### src/rtl/uart_pkg.sv
// Shared definitions for the parametrised UART blocks: parity modes,
// transmitter state encoding and a width helper for counters.
package uart_pkg;

  localparam int PARITY_NONE = 32'sd0;
  localparam int PARITY_EVEN = 32'sd1;
  localparam int PARITY_ODD  = 32'sd2;

  typedef enum logic [2:0] {
    ST_IDLE   = 3'd0,
    ST_START  = 3'd1,
    ST_DATA   = 3'd2,
    ST_PARITY = 3'd3,
    ST_STOP   = 3'd4
  } tx_state_e;

  // Bits needed to hold 0..value-1, never less than one.
  function automatic int clog2(input int value);
    int r;
    r = 32'sd0;
    for (int v = value - 32'sd1; v > 32'sd0; v = v >>> 1) begin
      r = r + 32'sd1;
    end
    return (r < 32'sd1) ? 32'sd1 : r;
  endfunction

endpackage

### src/rtl/uart_baud_en.sv
// Bit-period timer: counts 0..CLKS_PER_BIT-1 and flags the last clock of
// each serial bit. Shared between the UART transmitter and receiver.
module uart_baud_en
  import uart_pkg::*;
#(
  parameter int CLKS_PER_BIT = 434
) (
  input  logic clock,
  input  logic reset_n,
  input  logic clear,
  output logic bit_end
);

  localparam int CNT_W = clog2(CLKS_PER_BIT);

  logic [CNT_W-1:0] count_r;

  assign bit_end = (count_r == CNT_W'(CLKS_PER_BIT - 1));

  // Free-running bit timer, held at zero while cleared and wrapping at bit end.
  always_ff @(posedge clock or negedge reset_n) begin
    if (!reset_n) begin
      count_r <= '0;
    end else if (clear) begin
      count_r <= '0;
    end else if (bit_end) begin
      count_r <= '0;
    end else begin
      count_r <= count_r + 1'b1;
    end
  end

endmodule

### src/rtl/uart_tx_param.sv
// Parametrised UART transmitter: start bit, DATA_BITS LSB-first, optional
// parity, 1 or 2 stop bits. All outputs are registered from the next state.
module uart_tx_param
  import uart_pkg::*;
#(
  parameter int CLKS_PER_BIT = 434,
  parameter int DATA_BITS    = 8,
  parameter int PARITY_MODE  = 0,
  parameter int STOP_BITS    = 1
) (
  input  logic                 clock,
  input  logic                 reset_n,
  input  logic [DATA_BITS-1:0] tx_data,
  input  logic                 tx_valid,
  output logic                 tx_ready,
  output logic                 txd,
  output logic                 tx_busy,
  output logic                 tx_done
);

  localparam int BIT_W = clog2(DATA_BITS);

  if (CLKS_PER_BIT < 2 || CLKS_PER_BIT > 65535 || DATA_BITS < 5 || DATA_BITS > 9 ||
      PARITY_MODE < 0 || PARITY_MODE > 2 || STOP_BITS < 1 || STOP_BITS > 2) begin : g_param_err
    $error("uart_tx_param: illegal parameter combination");
  end

  tx_state_e          state_r, state_s;
  logic [DATA_BITS-1:0] shift_r, shift_s;
  logic [BIT_W-1:0]   bit_idx_r, bit_idx_s;
  logic               stop_idx_r, stop_idx_s;
  logic               parity_r, parity_s;
  logic               done_s, txd_s;
  logic               txd_r, ready_r, busy_r, done_r;
  logic               bit_end;

  uart_baud_en #(.CLKS_PER_BIT(CLKS_PER_BIT)) u_baud (
    .clock   (clock),
    .reset_n (reset_n),
    .clear   (state_r == ST_IDLE),
    .bit_end (bit_end)
  );

  // Next-state, datapath updates and the line level of the next state.
  always_comb begin
    state_s    = state_r;
    shift_s    = shift_r;
    bit_idx_s  = bit_idx_r;
    stop_idx_s = stop_idx_r;
    parity_s   = parity_r;
    done_s     = 1'b0;
    case (state_r)
      ST_IDLE: begin
        if (tx_valid) begin
          state_s  = ST_START;
          shift_s  = tx_data;
          parity_s = (PARITY_MODE == PARITY_ODD) ? ~^tx_data : ^tx_data;
        end else begin
          state_s = ST_IDLE;
        end
      end
      ST_START: begin
        if (bit_end) begin
          state_s   = ST_DATA;
          bit_idx_s = '0;
        end else begin
          state_s = ST_START;
        end
      end
      ST_DATA: begin
        if (bit_end) begin
          shift_s = shift_r >> 1;
          if (bit_idx_r == BIT_W'(DATA_BITS - 1)) begin
            state_s    = (PARITY_MODE != PARITY_NONE) ? ST_PARITY : ST_STOP;
            stop_idx_s = 1'b0;
          end else begin
            bit_idx_s = bit_idx_r + 1'b1;
          end
        end else begin
          state_s = ST_DATA;
        end
      end
      ST_PARITY: begin
        if (bit_end) begin
          state_s    = ST_STOP;
          stop_idx_s = 1'b0;
        end else begin
          state_s = ST_PARITY;
        end
      end
      ST_STOP: begin
        if (bit_end) begin
          if (stop_idx_r == 1'(STOP_BITS - 1)) begin
            state_s = ST_IDLE;
            done_s  = 1'b1;
          end else begin
            stop_idx_s = stop_idx_r + 1'b1;
          end
        end else begin
          state_s = ST_STOP;
        end
      end
      default: begin
        state_s = ST_IDLE;
      end
    endcase

    case (state_s)
      ST_START:  txd_s = 1'b0;
      ST_DATA:   txd_s = shift_s[0];
      ST_PARITY: txd_s = parity_s;
      default:   txd_s = 1'b1;
    endcase
  end

  // State, datapath and registered outputs.
  always_ff @(posedge clock or negedge reset_n) begin
    if (!reset_n) begin
      state_r    <= ST_IDLE;
      shift_r    <= '0;
      bit_idx_r  <= '0;
      stop_idx_r <= 1'b0;
      parity_r   <= 1'b0;
      txd_r      <= 1'b1;
      ready_r    <= 1'b1;
      busy_r     <= 1'b0;
      done_r     <= 1'b0;
    end else begin
      state_r    <= state_s;
      shift_r    <= shift_s;
      bit_idx_r  <= bit_idx_s;
      stop_idx_r <= stop_idx_s;
      parity_r   <= parity_s;
      txd_r      <= txd_s;
      ready_r    <= (state_s == ST_IDLE);
      busy_r     <= (state_s != ST_IDLE);
      done_r     <= done_s;
    end
  end

  assign txd      = txd_r;
  assign tx_ready = ready_r;
  assign tx_busy  = busy_r;
  assign tx_done  = done_r;

endmodule

### config.mk
export PLATFORM = sky130hd
export DESIGN_NAME = uart_tx_param
export DESIGN_NICKNAME = d
export VERILOG_FILES = /design/src/rtl/uart_pkg.sv /design/src/rtl/uart_baud_en.sv /design/src/rtl/uart_tx_param.sv
export SDC_FILE = /design/constraint.sdc
export NUM_CORES = 1
export LEC_CHECK = 0
export CAP_MARGIN = 20
export CORE_ASPECT_RATIO = 1.1
export CORE_UTILIZATION = 49
export DETAILED_ROUTE_END_ITERATION = 12
export GPL_ROUTABILITY_DRIVEN = 0
export PLACE_DENSITY = 0.72
export SYNTH_ARGS = -nofsm -noshare
export SYNTH_HDL_FRONTEND = slang
export SYNTH_SLANG_ARGS = --single-unit
### constraint.sdc
create_clock -name clock -period 1.6 [get_ports clock]
set_input_delay 0.48 -clock clock [delete_from_list [all_inputs] [get_ports clock]]
set_output_delay 0.48 -clock clock [all_outputs]
set_load 0.01 [all_outputs]
# After elaboration in Yosys (flattened, before gate mapping)
# Index checks and enable logic that the tools add are counted.
dict set report totals {
  regBits 29
  in_bits 11
  elab_cells 69
}
dict set report op_classes {
  eq_ne 16
  addsub 3
  reduce_logical 10
  n_mux 29
}
# op n
set op_table {}
lappend op_table {{two-way mux 3 bit} 8}
lappend op_table {{two-way mux 9 bit} 2}
lappend op_table {{two-way mux 8 bit} 2}
lappend op_table {{case mux 8 bit (2 select lines)} 1}
lappend op_table {{case mux 3 bit (5 select lines)} 1}
lappend op_table {{!= test 2 bit (second input constant)} 7}
lappend op_table {{equality test 3 x 2 -> 1 bit (second input constant)} 4}
lappend op_table {{two-way mux 1 bit} 11}
lappend op_table {{adder 9 x 1 -> 9 bit (second input constant)} 1}
lappend op_table {{equality test 9 bit (second input constant)} 1}
lappend op_table {{XOR reduction 8 bit} 1}
lappend op_table {{equality test 3 x 1 -> 1 bit (second input constant)} 2}
lappend op_table {{equality test 3 bit (second input constant)} 2}
lappend op_table {{zero test 3 bit} 2}
lappend op_table {{case mux 1 bit (3 select lines)} 2}
lappend op_table {{case mux 3 bit (2 select lines)} 1}
lappend op_table {{nonzero test 3 bit} 2}
lappend op_table {{AND reduction 5 bit} 1}
lappend op_table {{AND reduction 4 bit} 1}
lappend op_table {{nonzero test 2 bit} 2}
lappend op_table {{adder 3 x 1 -> 3 bit (second input constant)} 1}
lappend op_table {{AND reduction 3 bit} 1}
lappend op_table {{two-way mux 2 bit} 1}
lappend op_table {{adder 1 bit (second input constant)} 1}

# Longest topological paths before layout
# Gate-level depths: netlist of run 1.
dict set report logic_depth {
  ltp_word 6
  depth_mapped 7
  ltp_nobuf 6
}

# Modules after synthesis
# From an unflattened synthesis of run 1, not the netlist that was laid out.
dict set report unflattened {
  cells_unflattened 136
  area_unflattened_um2 1416.4
}
# module cells_per_inst n_inst seq_area_each_um2 area_per_inst_um2
set by_module_without_submodules {}
lappend by_module_without_submodules {uart_tx_param 92 1 478.0 955.9}
lappend by_module_without_submodules {uart_baud_en 44 1 225.2 460.4}

# Worst setup path after synthesis of run 1
# Ideal clock, no wire load.
dict set report synth_path {
  kind {flip-flop to flip-flop}
  from {reg bit_idx_r[0]}
  to {reg bit_idx_r[0]}
  t_required_ns 1.475
  setup_ns 0.125
  path_stages_with_launch 7
  path_slack_ns -0.061
  t_arrival_ns 1.536
  period_less_slack_ns 1.661
  path_cell_list {dfrtp_1 > ha_1 > ha_1 > nor2_1 > a21oi_1 > or3_4 > mux2_4}
}
dict set report synth_between {
  elab_chain_cells 4
  word_cells_on_any_way 7
}
# item line
set synth_lines {}
lappend synth_lines {{from (decl)} uart_tx_param.sv:30} ;# logic [BIT_W-1:0] bit_idx_r, bit_idx_s;
lappend synth_lines {{from (signal assigned)} uart_tx_param.sv:131} ;# bit_idx_r <= bit_idx_s;
lappend synth_lines {{adder 3 x 1 -> 3 bit} uart_tx_param.sv:77} ;# bit_idx_s = bit_idx_r + 1'b1;
lappend synth_lines {{two-way mux 3 bit} uart_tx_param.sv:73} ;# if (bit_idx_r == BIT_W'(DATA_BITS - 1)) begin
lappend synth_lines {{two-way mux 3 bit} uart_tx_param.sv:71} ;# if (bit_end) begin
lappend synth_lines {{case mux 3 bit (2 select lines)} uart_tx_param.sv:52} ;# case (state_r)
# Parallel ways exist; a longest one is shown, timed or not. The select of a mux whose other input is x is not followed.
# A chain may end at the register's enable or synchronous reset.

# Worst setup path after layout of run 1
dict set report layout_path {
  from {reg u_baud.count_r[1]}
  to {reg bit_idx_r[0]}
}
dict set report layout_between {
  elab_chain_cells 3
  word_cells_on_any_way 4
}
# item line
set layout_lines {}
lappend layout_lines {{from (decl)} uart_baud_en.sv:16} ;# logic [CNT_W-1:0] count_r;
lappend layout_lines {{from (signal assigned)} uart_baud_en.sv:29} ;# count_r <= count_r + 1'b1;
lappend layout_lines {{equality test 9 bit *} uart_baud_en.sv:18} ;# assign bit_end = (count_r == CNT_W'(CLKS_PER_BIT - 1));
lappend layout_lines {{!= test 2 bit (no line)} -}
lappend layout_lines {{AND reduction 4 bit (no line) *} -}
# Mark *: on every way between the ends. The rest lies on a longest branch, timed or not.

==> run summary, run 1 <==
Vias in the first global route - 1096
Hold_buf cts - 0
Top post-synthesis cells by area - dfrtp_1 46%, xnor2_1 8.1%, a22o_1 4.4%
Share of layout cells above drive strength 1 - 29.6%
Status - complete, but fails checks
RSZ-0062 raised after global routing - true
Cell taking the most area after synthesis - dfrtp_1
Crit path max fanout - 4
Max H-tree Level - 1
Avg Cell Area, Syn - 11.1 µm²
Cell chain of the critical path - inv_1, ha_1, and4b_2, nand2_4, or3_4, mux2_4
Overall routing resource usage - 20.3%
Initial Util - 51.0%
Overflow after GRT - 0
Die Y - 58.1 µm
Hold Crit Class - in2async
Period utilization - 105%
DR WL/cell - 14.1 µm
Initial antenna violation count - 0
Final Max Tran Viols - 0
Inst Count DP - 188
Die area - 3080 µm²
Port bufs - 14
Hpwl dp - 2040 µm
Worst path max stage delay - 400 ps
Setup violators final - 3
Cells after Synth - 126
Residual DRC - 0
Failing checks - negative setup slack
CTS Buf Count - 3
DRT iter0 DRCs - 13
First-pass GRT wire length - 4630 µm
# diodes - 0
Postcts setup bufs - 0
Clk buf depth - 2
Util after Layout - 66.1%
CORE AREA - 2750 µm²
CTS tree - yes
VDD IR max - 0.000731 V
Post-synth top area share - 46.3%
Layout overhead on the synthesized area - 29.7%
Via-to-Cell Ratio - 5.41
Fill count - 231
Max Clk Rate - 593 MHz
Num rows - 20
Leak Pwr - 0.823 nW
Count leader, synth - dfrtp_1
Die X - 53.0 µm
Tightest Pin Transition - 259 ps
Synth async-reset ratio - 100%
Final net count - 175
Ports - 15
Worst EP required - 1830 ps
Skew final - 6.25 ps
Worst setup margin - -87.3 ps
Final Hold Fails - 0
Register bit total from synthesis - 28
Design Power - 0.00186 W
Router iterations before antenna repair - 4
Most frequent cells after synthesis - 26 x dfrtp_1, 16 x nor2_1, 13 x xnor2_1
Post-Layout Cell Count - 192
YS warnings - 0
Synth Flop Type - dfrtp_1
CP startpoint kind - flop
Synth Net Count - 141
CTS sink count - 28
Power per cell area - 1020 nW/µm²
Post-synth cell types - 38
Post-route ant nets - 0
Seq/Total Area, Yosys - 50.1%
CTS root buf - clkbuf_4
Via count - 1038
Clock-pin slew on the worst setup and hold paths - 150 ps
Synth Cell Area - 1400 µm²
Period minus WS final - 1690 ps
Final wirelength - 2710 µm
Worst skew pair latency - 320 ps
Total of max-cap violations - 0
Crit path kind - reg2reg
CP Capture Type - flop
Worst path slowest cell - dfrtp_1
Rel. slew slack - 82.6%
Largest net degree at the start of global routing - 29
CP arrival - 1920 ps
Number of synthesized flops with an enable pin - 0
-- per-stage QoR --
| step | hold slack (ps) | instance area [µm²] | TNS [ps] | setup slack (ps) |
|---|---|---|---|---|
| global placement | 460 | 1740 | -1970 | -231 |
| floorplan | 184 | 1430 | -38.2 | -35.3 |
| global route | 503 | 1820 | -363 | -136 |
| detailed placement | 476 | 1740 | -2300 | -260 |
| finish | 494 | 1820 | -177 | -87.3 |
| CTS | 491 | 1800 | -223 | -89.6 |
-- worst max-delay path, delay by kind of cell, from the launching register on --
kind | cells | cell delay, ps
DFF | 1 | 400
buffers and inverters | 1 | 50
adders and majority gates | 1 | 130
muxes | 1 | 260
and+or+nand+nor | 3 | 740
-- where the power goes --
part / switching (W) / leakage, nW / internal (W) / total [W]
clock network: 0.000207 / 0.0279 / 0.000253 / 0.000461
logic: 0.000211 / 0.445 / 0.000269 / 0.000480
registers: 0.0000772 / 0.351 / 0.000844 / 0.000921
-- repair_timing --
item / 4_1_cts / 5_1_grt
hold endpoints to repair: 0 / 0
pin swaps: 7 / 1
endpoints found under the setup margin: 15 / 22
resized for setup: 10 / 11
-- cells by family (layout without fill, tap and decap cells) --
group,after synthesis,count (layout),synth area share [%]
AO/OA/AOI/OAI,27,27,14.8
XOR/XNOR,14,14,8.73
adder cells (fa/ha/maj),4,4,3.57
buffers and inverters,10,43,3.30
flip-flops,28,28,50.1
multiplexers,3,3,2.50
AND/OR/NAND/NOR,40,40,17.0
-- layout make-up --
cell class	instances	area, µm²	area share, %
repair buffers	34	294	16.2
clock buffers	3	22.5	1.24
multi-input cells	88	708	38.9
flip-flops and latches	28	706	38.8
inverters	5	18.8	1.03
clock inverters	1	30.0	1.65
well taps	33	41.3	2.27
-- registers in the layout (all words and copies together) (netlist names) --
signal and cells:
bit_idx_r 3, state_r 3, tx_done 1, tx_ready 1, shift_r 8, tx_busy 1
parity_r 1, u_baud.count_r 9, txd 1
-- per-layer routing --
layer	vias to the layer above	GRT usage, %	share of wire [%]
met5	-	0	0
met4	0	6.02	0.63
met3	2	2.36	2.0
met2	10	38.0	55
met1	520	23.7	42
li1	506	-	-
-- cells in the final DEF, fill, tap and decap left out, types with 3 or more instances in the layout --
cell type / synthesis / layout
buf_4: 1 / 18
a21o_1: 6 / 5
a22o_1: 7 / 7
inv_1: 5 / 5
clkbuf_4: 0 / 3
nand2_1: 3 / 3
clkdlybuf4s50_1: 0 / 10
xnor2_1: 13 / 13
dfrtp_1: 26 / 24
nand3_1: 5 / 5
o21ai_0: 3 / 3
nor2_1: 16 / 14
-- final timing paths --
path                                             start                  endpoint  cells after the start  slack [ps]
hold reg to reg                 shift_r[4]$_DFFE_PN0P_    shift_r[4]$_DFFE_PN0P_                      1         500
max in group asynchronous                      reset_n             txd$_DFF_PN1_                      2         880
setup / recovery           u_baud.count_r[1]$_DFF_PN0_  bit_idx_r[0]$_DFFE_PN0P_                      6         -90
min in group clock              shift_r[4]$_DFFE_PN0P_    shift_r[4]$_DFFE_PN0P_                      1         500
hold / removal                                 reset_n      state_r[0]$_DFF_PN0_                      2         490
setup reg to reg           u_baud.count_r[1]$_DFF_PN0_  bit_idx_r[0]$_DFFE_PN0P_                      6         -90
Note: power is estimated with default switching activity, not from simulation.
==> run 2: changes to the inputs <==
--- a/config.mk
+++ b/config.mk
@@ -6,11 +6,11 @@
 export NUM_CORES = 1
 export LEC_CHECK = 0
 export CAP_MARGIN = 20
-export CORE_ASPECT_RATIO = 1.1
 export CORE_UTILIZATION = 49
 export DETAILED_ROUTE_END_ITERATION = 12
 export GPL_ROUTABILITY_DRIVEN = 0
 export PLACE_DENSITY = 0.72
+export SLEW_MARGIN = 10
 export SYNTH_ARGS = -nofsm -noshare
 export SYNTH_HDL_FRONTEND = slang
 export SYNTH_SLANG_ARGS = --single-unit
==> run summary, run 2 (same netlist as run 1, synthesis figures left out) <==
Die X - 55.5 µm (+4.7%)
Overflow after GRT - 0 (unchanged)
Rel. slew slack - 83.5% (+0.94 points)
Skew final - 8.85 ps (+2.60 ps)
Crit path max fanout - 4 (unchanged)
Clock network fraction of design power - 17.2% (-7.5 points)
CP startpoint kind - flop
Final Max Tran Viols - 0 (unchanged)
DRT iter0 DRCs - 18 (+5)
Total of max-cap violations - 0 (unchanged)
Setup violators final - 3 (unchanged)
Inst Count DP - 190 (+1.1%)
CORE AREA - 2730 µm² (-0.68%)
Period utilization - 106% (+1.0 points)
Util after Layout - 66.3% (+0.13 points)
VDD IR max - 0.000649 V (-11%)
Placed Area - 1770 µm² (+1.6%)
First-pass GRT wire length - 4600 µm (-0.58%)
Tightest Pin Transition - 245 ps (-13.9 ps)
Leak Pwr - 0.834 nW (+1.3%)
Final net count - 180 (+2.9%)
Router iterations before antenna repair - 4 (unchanged)
Overall routing resource usage - 18.8% (-1.6 points)
M1 WL - 1250 µm (+10%)
Comb power frac - 28.1% (+2.3 points)
CTS root buf - clkbuf_4
Clk buf depth - 2 (unchanged)
Final Hold Fails - 0 (unchanged)
Setup WS pre-CTS - -300 ps (-40.0 ps)
Worst setup margin - -104 ps (-16.3 ps)
Via count - 1057 (+1.8%)
Worst skew pair latency - 320 ps (about the same)
Biggest registers after layout - u_baud.count_r: 9 flops, shift_r: 8 flops
CP arrival - 1930 ps (about the same)
Largest net degree at the start of global routing - 29 (unchanged)
Int Pwr - 0.00120 W (-12%)
Residual DRC - 0 (unchanged)
Max Clk Rate - 587 MHz (-0.96%)
Period minus WS final - 1700 ps (+16.3 ps)
Hold Crit Class - reg2reg
CTS Buf Count - 3 (unchanged)
Final wirelength - 2700 µm (-0.18%)
Power per cell area - 929 nW/µm² (-9.2%)
# diodes - 0 (unchanged)
Die area - 3080 µm² (about the same)
Crit path kind - reg2reg
Initial Util - 51.4% (+0.35 points)
Max H-tree Level - 1 (unchanged)
Die Y - 55.5 µm (-4.5%)
Most flop-heavy register - u_baud.count_r
Num rows - 19 (-5.0%)
Most frequent cells in the layout - 24 x dfrtp_1, 24 x buf_4, 14 x nor2_1
Ports - 15 (unchanged)
Multi-input logic area - 694 µm² (-1.9%)
CP Capture Type - flop
Share of layout cells above drive strength 1 - 30.5% (+0.93 points)
Status - complete, but fails checks
Post-Layout Cell Count - 195 (+1.6%)
Largest register FFs - 9 (unchanged)
DR WL/cell - 13.9 µm (-1.7%)
CTS tree - yes
Reg2Reg Setup Slack - -100 ps (-20 ps)
Worst EP required - 1820 ps (about the same)
Initial antenna violation count - 0 (unchanged)
Layout overhead on the synthesized area - 29.1%
Vias in the first global route - 1146 (+4.6%)
Failing checks - negative setup slack
Highest metal used - met4
Post-route ant nets - 0 (unchanged)
Design Power - 0.00168 W (-9.6%)
Register area - 706 µm² (unchanged)
Clock-pin slew on the worst setup and hold paths - 140 ps (about the same)
Wire length on met3 - 54 µm (+1.9%)
Sequential power share - 54.8% (+5.3 points)
RSZ-0062 raised after global routing - true
Hpwl dp - 2000 µm (-1.7%)
Fill count - 219 (-5.2%)
Post-route cell area - 1810 µm² (-0.48%)
Via-to-Cell Ratio - 5.42 (+0.26%)
Sw frac - 28.4% (+1.8 points)
Port bufs - 14 (unchanged)
NetSw - 0.000478 W (-3.6%)
CTS sink count - 28 (unchanged)
WL met2 - 1360 µm (-9.8%)
-- run 2: layout make-up --
cell class              count  area share (%)
clock buffers               4            1.45
inverters                   5            1.04
well taps                  31            2.14
repair buffers             39            18.1
flip-flops and latches     28            39.0
multi-input cells          88            38.3
-- run 2: through the flow --
stage	hold slack [ps]	setup TNS, ps
6_report	500	-208
4_1_cts	499	-315
2_1_floorplan	184	-38.2
3_5_place_dp	471	-2660
3_3_place_gp	460	-2000
5_1_grt	509	-326
-- run 2: power by group through the flow --
| stage | clock (W) | combinational (W) | sequential (W) |
|---|---|---|---|
| after floorplan | 0 | 0.000256 | 0.000936 |
| after CTS | 0.000309 | 0.000478 | 0.000923 |
| after detailed placement | 0 | 0.000473 | 0.000935 |
| after global placement | 0 | 0.000454 | 0.000928 |
| final | 0.000289 | 0.000472 | 0.000922 |
| after global routing | 0.000327 | 0.000536 | 0.000937 |
-- run 2: worst max-delay path, stage by stage, from the launching register on --
cell and delay, ps:
dfrtp_1 430, ha_2 200, ha_4 170, nor2_4 100
a21oi_2 60, or3_4 390, mux2_4 270
-- run 2: final timing paths --
path	startpoint	end	depth (start not counted)
setup / recovery	bit_idx_r[0]$_DFFE_PN0P_	bit_idx_r[0]$_DFFE_PN0P_	6
hold / removal	shift_r[5]$_DFFE_PN0P_	shift_r[5]$_DFFE_PN0P_	1
setup reg to reg	bit_idx_r[0]$_DFFE_PN0P_	bit_idx_r[0]$_DFFE_PN0P_	6
hold reg to reg	shift_r[5]$_DFFE_PN0P_	shift_r[5]$_DFFE_PN0P_	1
max in group asynchronous	reset_n	txd$_DFF_PN1_	2
min in group asynchronous	reset_n	u_baud.count_r[3]$_DFF_PN0_	2
-- run 2: layer usage --
| layer | track usage [%] | vias up |
|---|---|---|
| li1 | - | 518 |
| met1 | 22.9 | 519 |
| met2 | 32.5 | 16 |
| met3 | 2.58 | 4 |
| met4 | 8.93 | 0 |
| met5 | 0 | - |
-- run 2: timing repair --
action	CTS	global route
gates resized for setup	11	6
setup buffers	0	1
pin swaps	8	3
hold buffers	0	0
setup endpoints to repair	15	19
==> run 3: changes to the inputs <==
--- a/config.mk
+++ b/config.mk
@@ -6,11 +6,12 @@
 export NUM_CORES = 1
 export LEC_CHECK = 0
 export CAP_MARGIN = 20
-export CORE_UTILIZATION = 49
+export CORE_UTILIZATION = 59
 export DETAILED_ROUTE_END_ITERATION = 12
 export GPL_ROUTABILITY_DRIVEN = 0
-export PLACE_DENSITY = 0.72
+export PLACE_DENSITY = 0.82
 export SLEW_MARGIN = 10
 export SYNTH_ARGS = -nofsm -noshare
 export SYNTH_HDL_FRONTEND = slang
+export SYNTH_HIERARCHICAL = 1
 export SYNTH_SLANG_ARGS = --single-unit
==> constraint.sdc (replaced) <==
create_clock -name clock -period 2.1 [get_ports clock]
set_input_delay 0.63 -clock clock [delete_from_list [all_inputs] [get_ports clock]]
set_output_delay 0.63 -clock clock [all_outputs]
set_load 0.01 [all_outputs]
==> run summary, run 3 <==
Count leader, synth - dfrtp_1
Most frequent cells after synthesis - 26 x dfrtp_1, 12 x nor2_1, 11 x inv_1
Via count - 1087 (+2.8%)
Cell taking the most area after synthesis - dfrtp_1
Rel. slew slack - 69.8% (-14 points)
Via-to-Cell Ratio - 5.84 (+7.8%)
NetSw - 0.000413 W (-14%)
Clock network fraction of design power - 24.0% (+6.8 points)
Overflow after GRT - 0 (unchanged)
Post-synth cell types - 39 (+2.6%)
CP Capture Type - flop
Biggest registers after layout - u_baud/count_r: 9 flops, shift_r: 8 flops
Power per cell area - 864 nW/µm² (-7.0%)
Ports - 15 (unchanged)
Final wirelength - 2810 µm (+3.7%)
Layout overhead on the synthesized area - 19.4%
CP startpoint kind - flop
Port bufs - 14 (unchanged)
Hold Path Origin - shift_r[1]$_DFFE_PN0P_
Num rows - 17 (-2)
CTS Buf Count - 3 (unchanged)
Period minus WS final - 2120 ps (+413 ps)
TNS Setup - -16.9 ps (+191 ps)
Worst setup margin - -16.9 ps (+86.6 ps)
Reg2Reg Setup Slack - -20 ps (+90 ps)
Synth Flop Type - dfrtp_1
Die X - 51.0 µm (-8.2%)
Synth Net Count - 151 (+7.1%)
Final Max Tran Viols - 0 (unchanged)
RR Endpoint - shift_r[0]$_DFF_PN0_
Register bit total from synthesis - 28 (unchanged)
Hold Path Cell Cnt - 2 (+1)
DR WL/cell - 15.1 µm (+8.8%)
CTS root buf - clkbuf_4
Leak Pwr - 0.771 nW (-7.6%)
Skew final - 16.9 ps (+8.06 ps)
WHS Endpoint - shift_r[1]$_DFFE_PN0P_
# diodes - 0 (unchanged)
WHS - 524 ps (+23.7 ps)
RSZ-0062 raised after global routing - true
Seq/Total Area, Yosys - 49.6% (-0.44 points)
Share of layout cells above drive strength 1 - 16.5% (-14 points)
Number of synthesized flops with an enable pin - 0 (unchanged)
Crit path kind - reg2reg
Hold Crit Class - reg2reg
Hpwl dp - 2000 µm (about the same)
CTS sink count - 28 (unchanged)
VDD IR max - 0.000764 V (+18%)
Avg Cell Area, Syn - 10.4 µm² (-6.5%)
Vias in the first global route - 1031 (-10%)
YS warnings - 6 (+6)
Status - complete, but fails checks
Total of max-cap violations - 0 (unchanged)
Hold_buf cts - 0 (unchanged)
Clk buf depth - 2 (unchanged)
Crit path max fanout - 7 (+3)
Worst flop-to-flop path startpoint - u_baud/count_r[1]$_DFF_PN0_
Register area - 703 µm² (-0.35%)
Failing checks - negative setup slack
Die area - 2600 µm² (-16%)
Period utilization - 101% (-5.7 points)
Initial Util - 63.4% (+12 points)
Tightest Pin Transition - 450 ps (+205 ps)
Int Pwr - 0.00105 W (-13%)
Most flop-heavy register - u_baud/count_r
Router iterations before antenna repair - 5 (+1)
Post-synth top area share - 45.9% (-0.41 points)
Top post-synthesis cells by area - dfrtp_1 46%, a222oi_1 4.9%, xnor2_1 4.9%
First-pass GRT wire length - 4520 µm (-1.8%)
Worst r2r path cells - 8 (+2)
Max Clk Rate - 472 MHz (-20%)
Fill count - 149 (-32%)
Largest net degree at the start of global routing - 29 (unchanged)
CP arrival - 2330 ps (+400 ps)
Final Hold Fails - 0 (unchanged)
Initial antenna violation count - 0 (unchanged)
Commonest non-fill, non-tap cell in the layout - dfrtp_1
Most frequent cells in the layout - 26 x dfrtp_1, 14 x clkdlybuf4s50_1, 12 x nor2_1
Synth Cell Area - 1420 µm² (+0.89%)
Setup violators final - 1 (-2)
Clock-pin slew on the worst setup and hold paths - 160 ps (+20 ps)
Max H-tree Level - 1 (unchanged)
Synth async-reset ratio - 100% (unchanged)
Largest register FFs - 9 (unchanged)
CORE AREA - 2230 µm² (-18%)
Die Y - 51.0 µm (-8.2%)
Sw frac - 28.3% (-0.12 points)
Residual DRC - 0 (unchanged)
Post-route ant nets - 0 (unchanged)
Worst skew pair latency - 330 ps (about the same)
Multi-input logic area - 652 µm² (-6.1%)
Overall routing resource usage - 24.3% (+5.6 points)
Final net count - 174 (-3.3%)
CTS tree - yes
Worst EP required - 2310 ps (+490 ps)
DRT iter0 DRCs - 45 (+27)
Comb power frac - 27.4% (-0.7 points)
Sequential power share - 48.6% (-6.2 points)
Cells after Synth - 136 (+7.9%)
-- run 3: worst max-delay path by stage --
stage	start	end	slack, ps	depth (start not counted)
2_1_floorplan	u_baud/count_r[1]$_DFF_PN0_	shift_r[0]$_DFF_PN0_	30	9
3_3_place_gp	tx_valid	shift_r[0]$_DFF_PN0_	-90	5
3_5_place_dp	tx_valid	txd$_DFF_PN1_	-160	5
4_1_cts	u_baud/count_r[1]$_DFF_PN0_	shift_r[0]$_DFF_PN0_	-2	8
5_1_grt	u_baud/count_r[1]$_DFF_PN0_	txd$_DFF_PN1_	-110	8
6_report	u_baud/count_r[1]$_DFF_PN0_	shift_r[0]$_DFF_PN0_	-20	8
-- run 3: cell families (layout without fill, tap and decap cells) --
family | Yosys count | after routing | share of synthesized area, %
and+or+nand+nor | 47 | 47 | 18.1
DFF | 28 | 28 | 49.6
AOI/OAI and AO/OA | 27 | 27 | 14.0
buffers and inverters | 16 | 38 | 5.65
xor gates and xnor gates | 10 | 10 | 6.18
adders and majority gates | 4 | 4 | 3.53
muxes | 4 | 4 | 2.92
-- run 3: timing repair --
item	CTS	global route
resized for setup	1	1
endpoints found under the setup margin	6	9
setup buffers	2	0
pin swaps	2	3
-- run 3: critical path: stages, from the launching register on --
cell	delay [ps]
dfrtp_1	410
inv_1	50
ha_1	130
nor4b_4	210
and3_4	230
mux2i_1	80
or3_4	390
a222oi_1	420
inv_1	80
-- run 3: layer usage --
layer / vias up / global-route usage (%) / wire length, µm
met5: - / 0 / 0
met4: 0 / 11.1 / 17
met3: 2 / 2.68 / 63
met2: 26 / 43.4 / 1470
met1: 530 / 29.1 / 1260
li1: 529 / - / -
-- run 3: power by group through the flow --
stage          registers, W  clock network [W]  logic (W)
5_1_grt            0.000719           0.000376   0.000449
6_report           0.000710           0.000351   0.000401
3_5_place_dp       0.000723                  0   0.000375
2_1_floorplan      0.000731                  0   0.000206
3_3_place_gp       0.000715                  0   0.000354
4_1_cts            0.000708           0.000354   0.000405
-- run 3: through the flow --
step | power, W | area (µm²) | util [%] | cells | setup WS, ps
2_1_floorplan | 0.000937 | 1430 | - | 136 | 33.3
3_3_place_gp | 0.00107 | 1620 | 72.5 | 180 | -90.4
3_5_place_dp | 0.00110 | 1620 | 72.5 | 180 | -161
4_1_cts | 0.00147 | 1690 | 75.7 | 186 | -2.28
5_1_grt | 0.00154 | 1690 | 75.7 | 186 | -111
6_report | 0.00146 | 1690 | 75.7 | 186 | -16.9
-- run 3: final cells by class --
type                            count  share of cell area (%)
Clock buffer                        3                    1.33
Clock inverter                      1                    1.78
Inverter                           11                    2.44
Multi-Input combinational cell     92                    38.5
Sequential cell                    28                    41.6
Tap cell                           28                    2.07
Timing Repair Buffer               23                    12.3
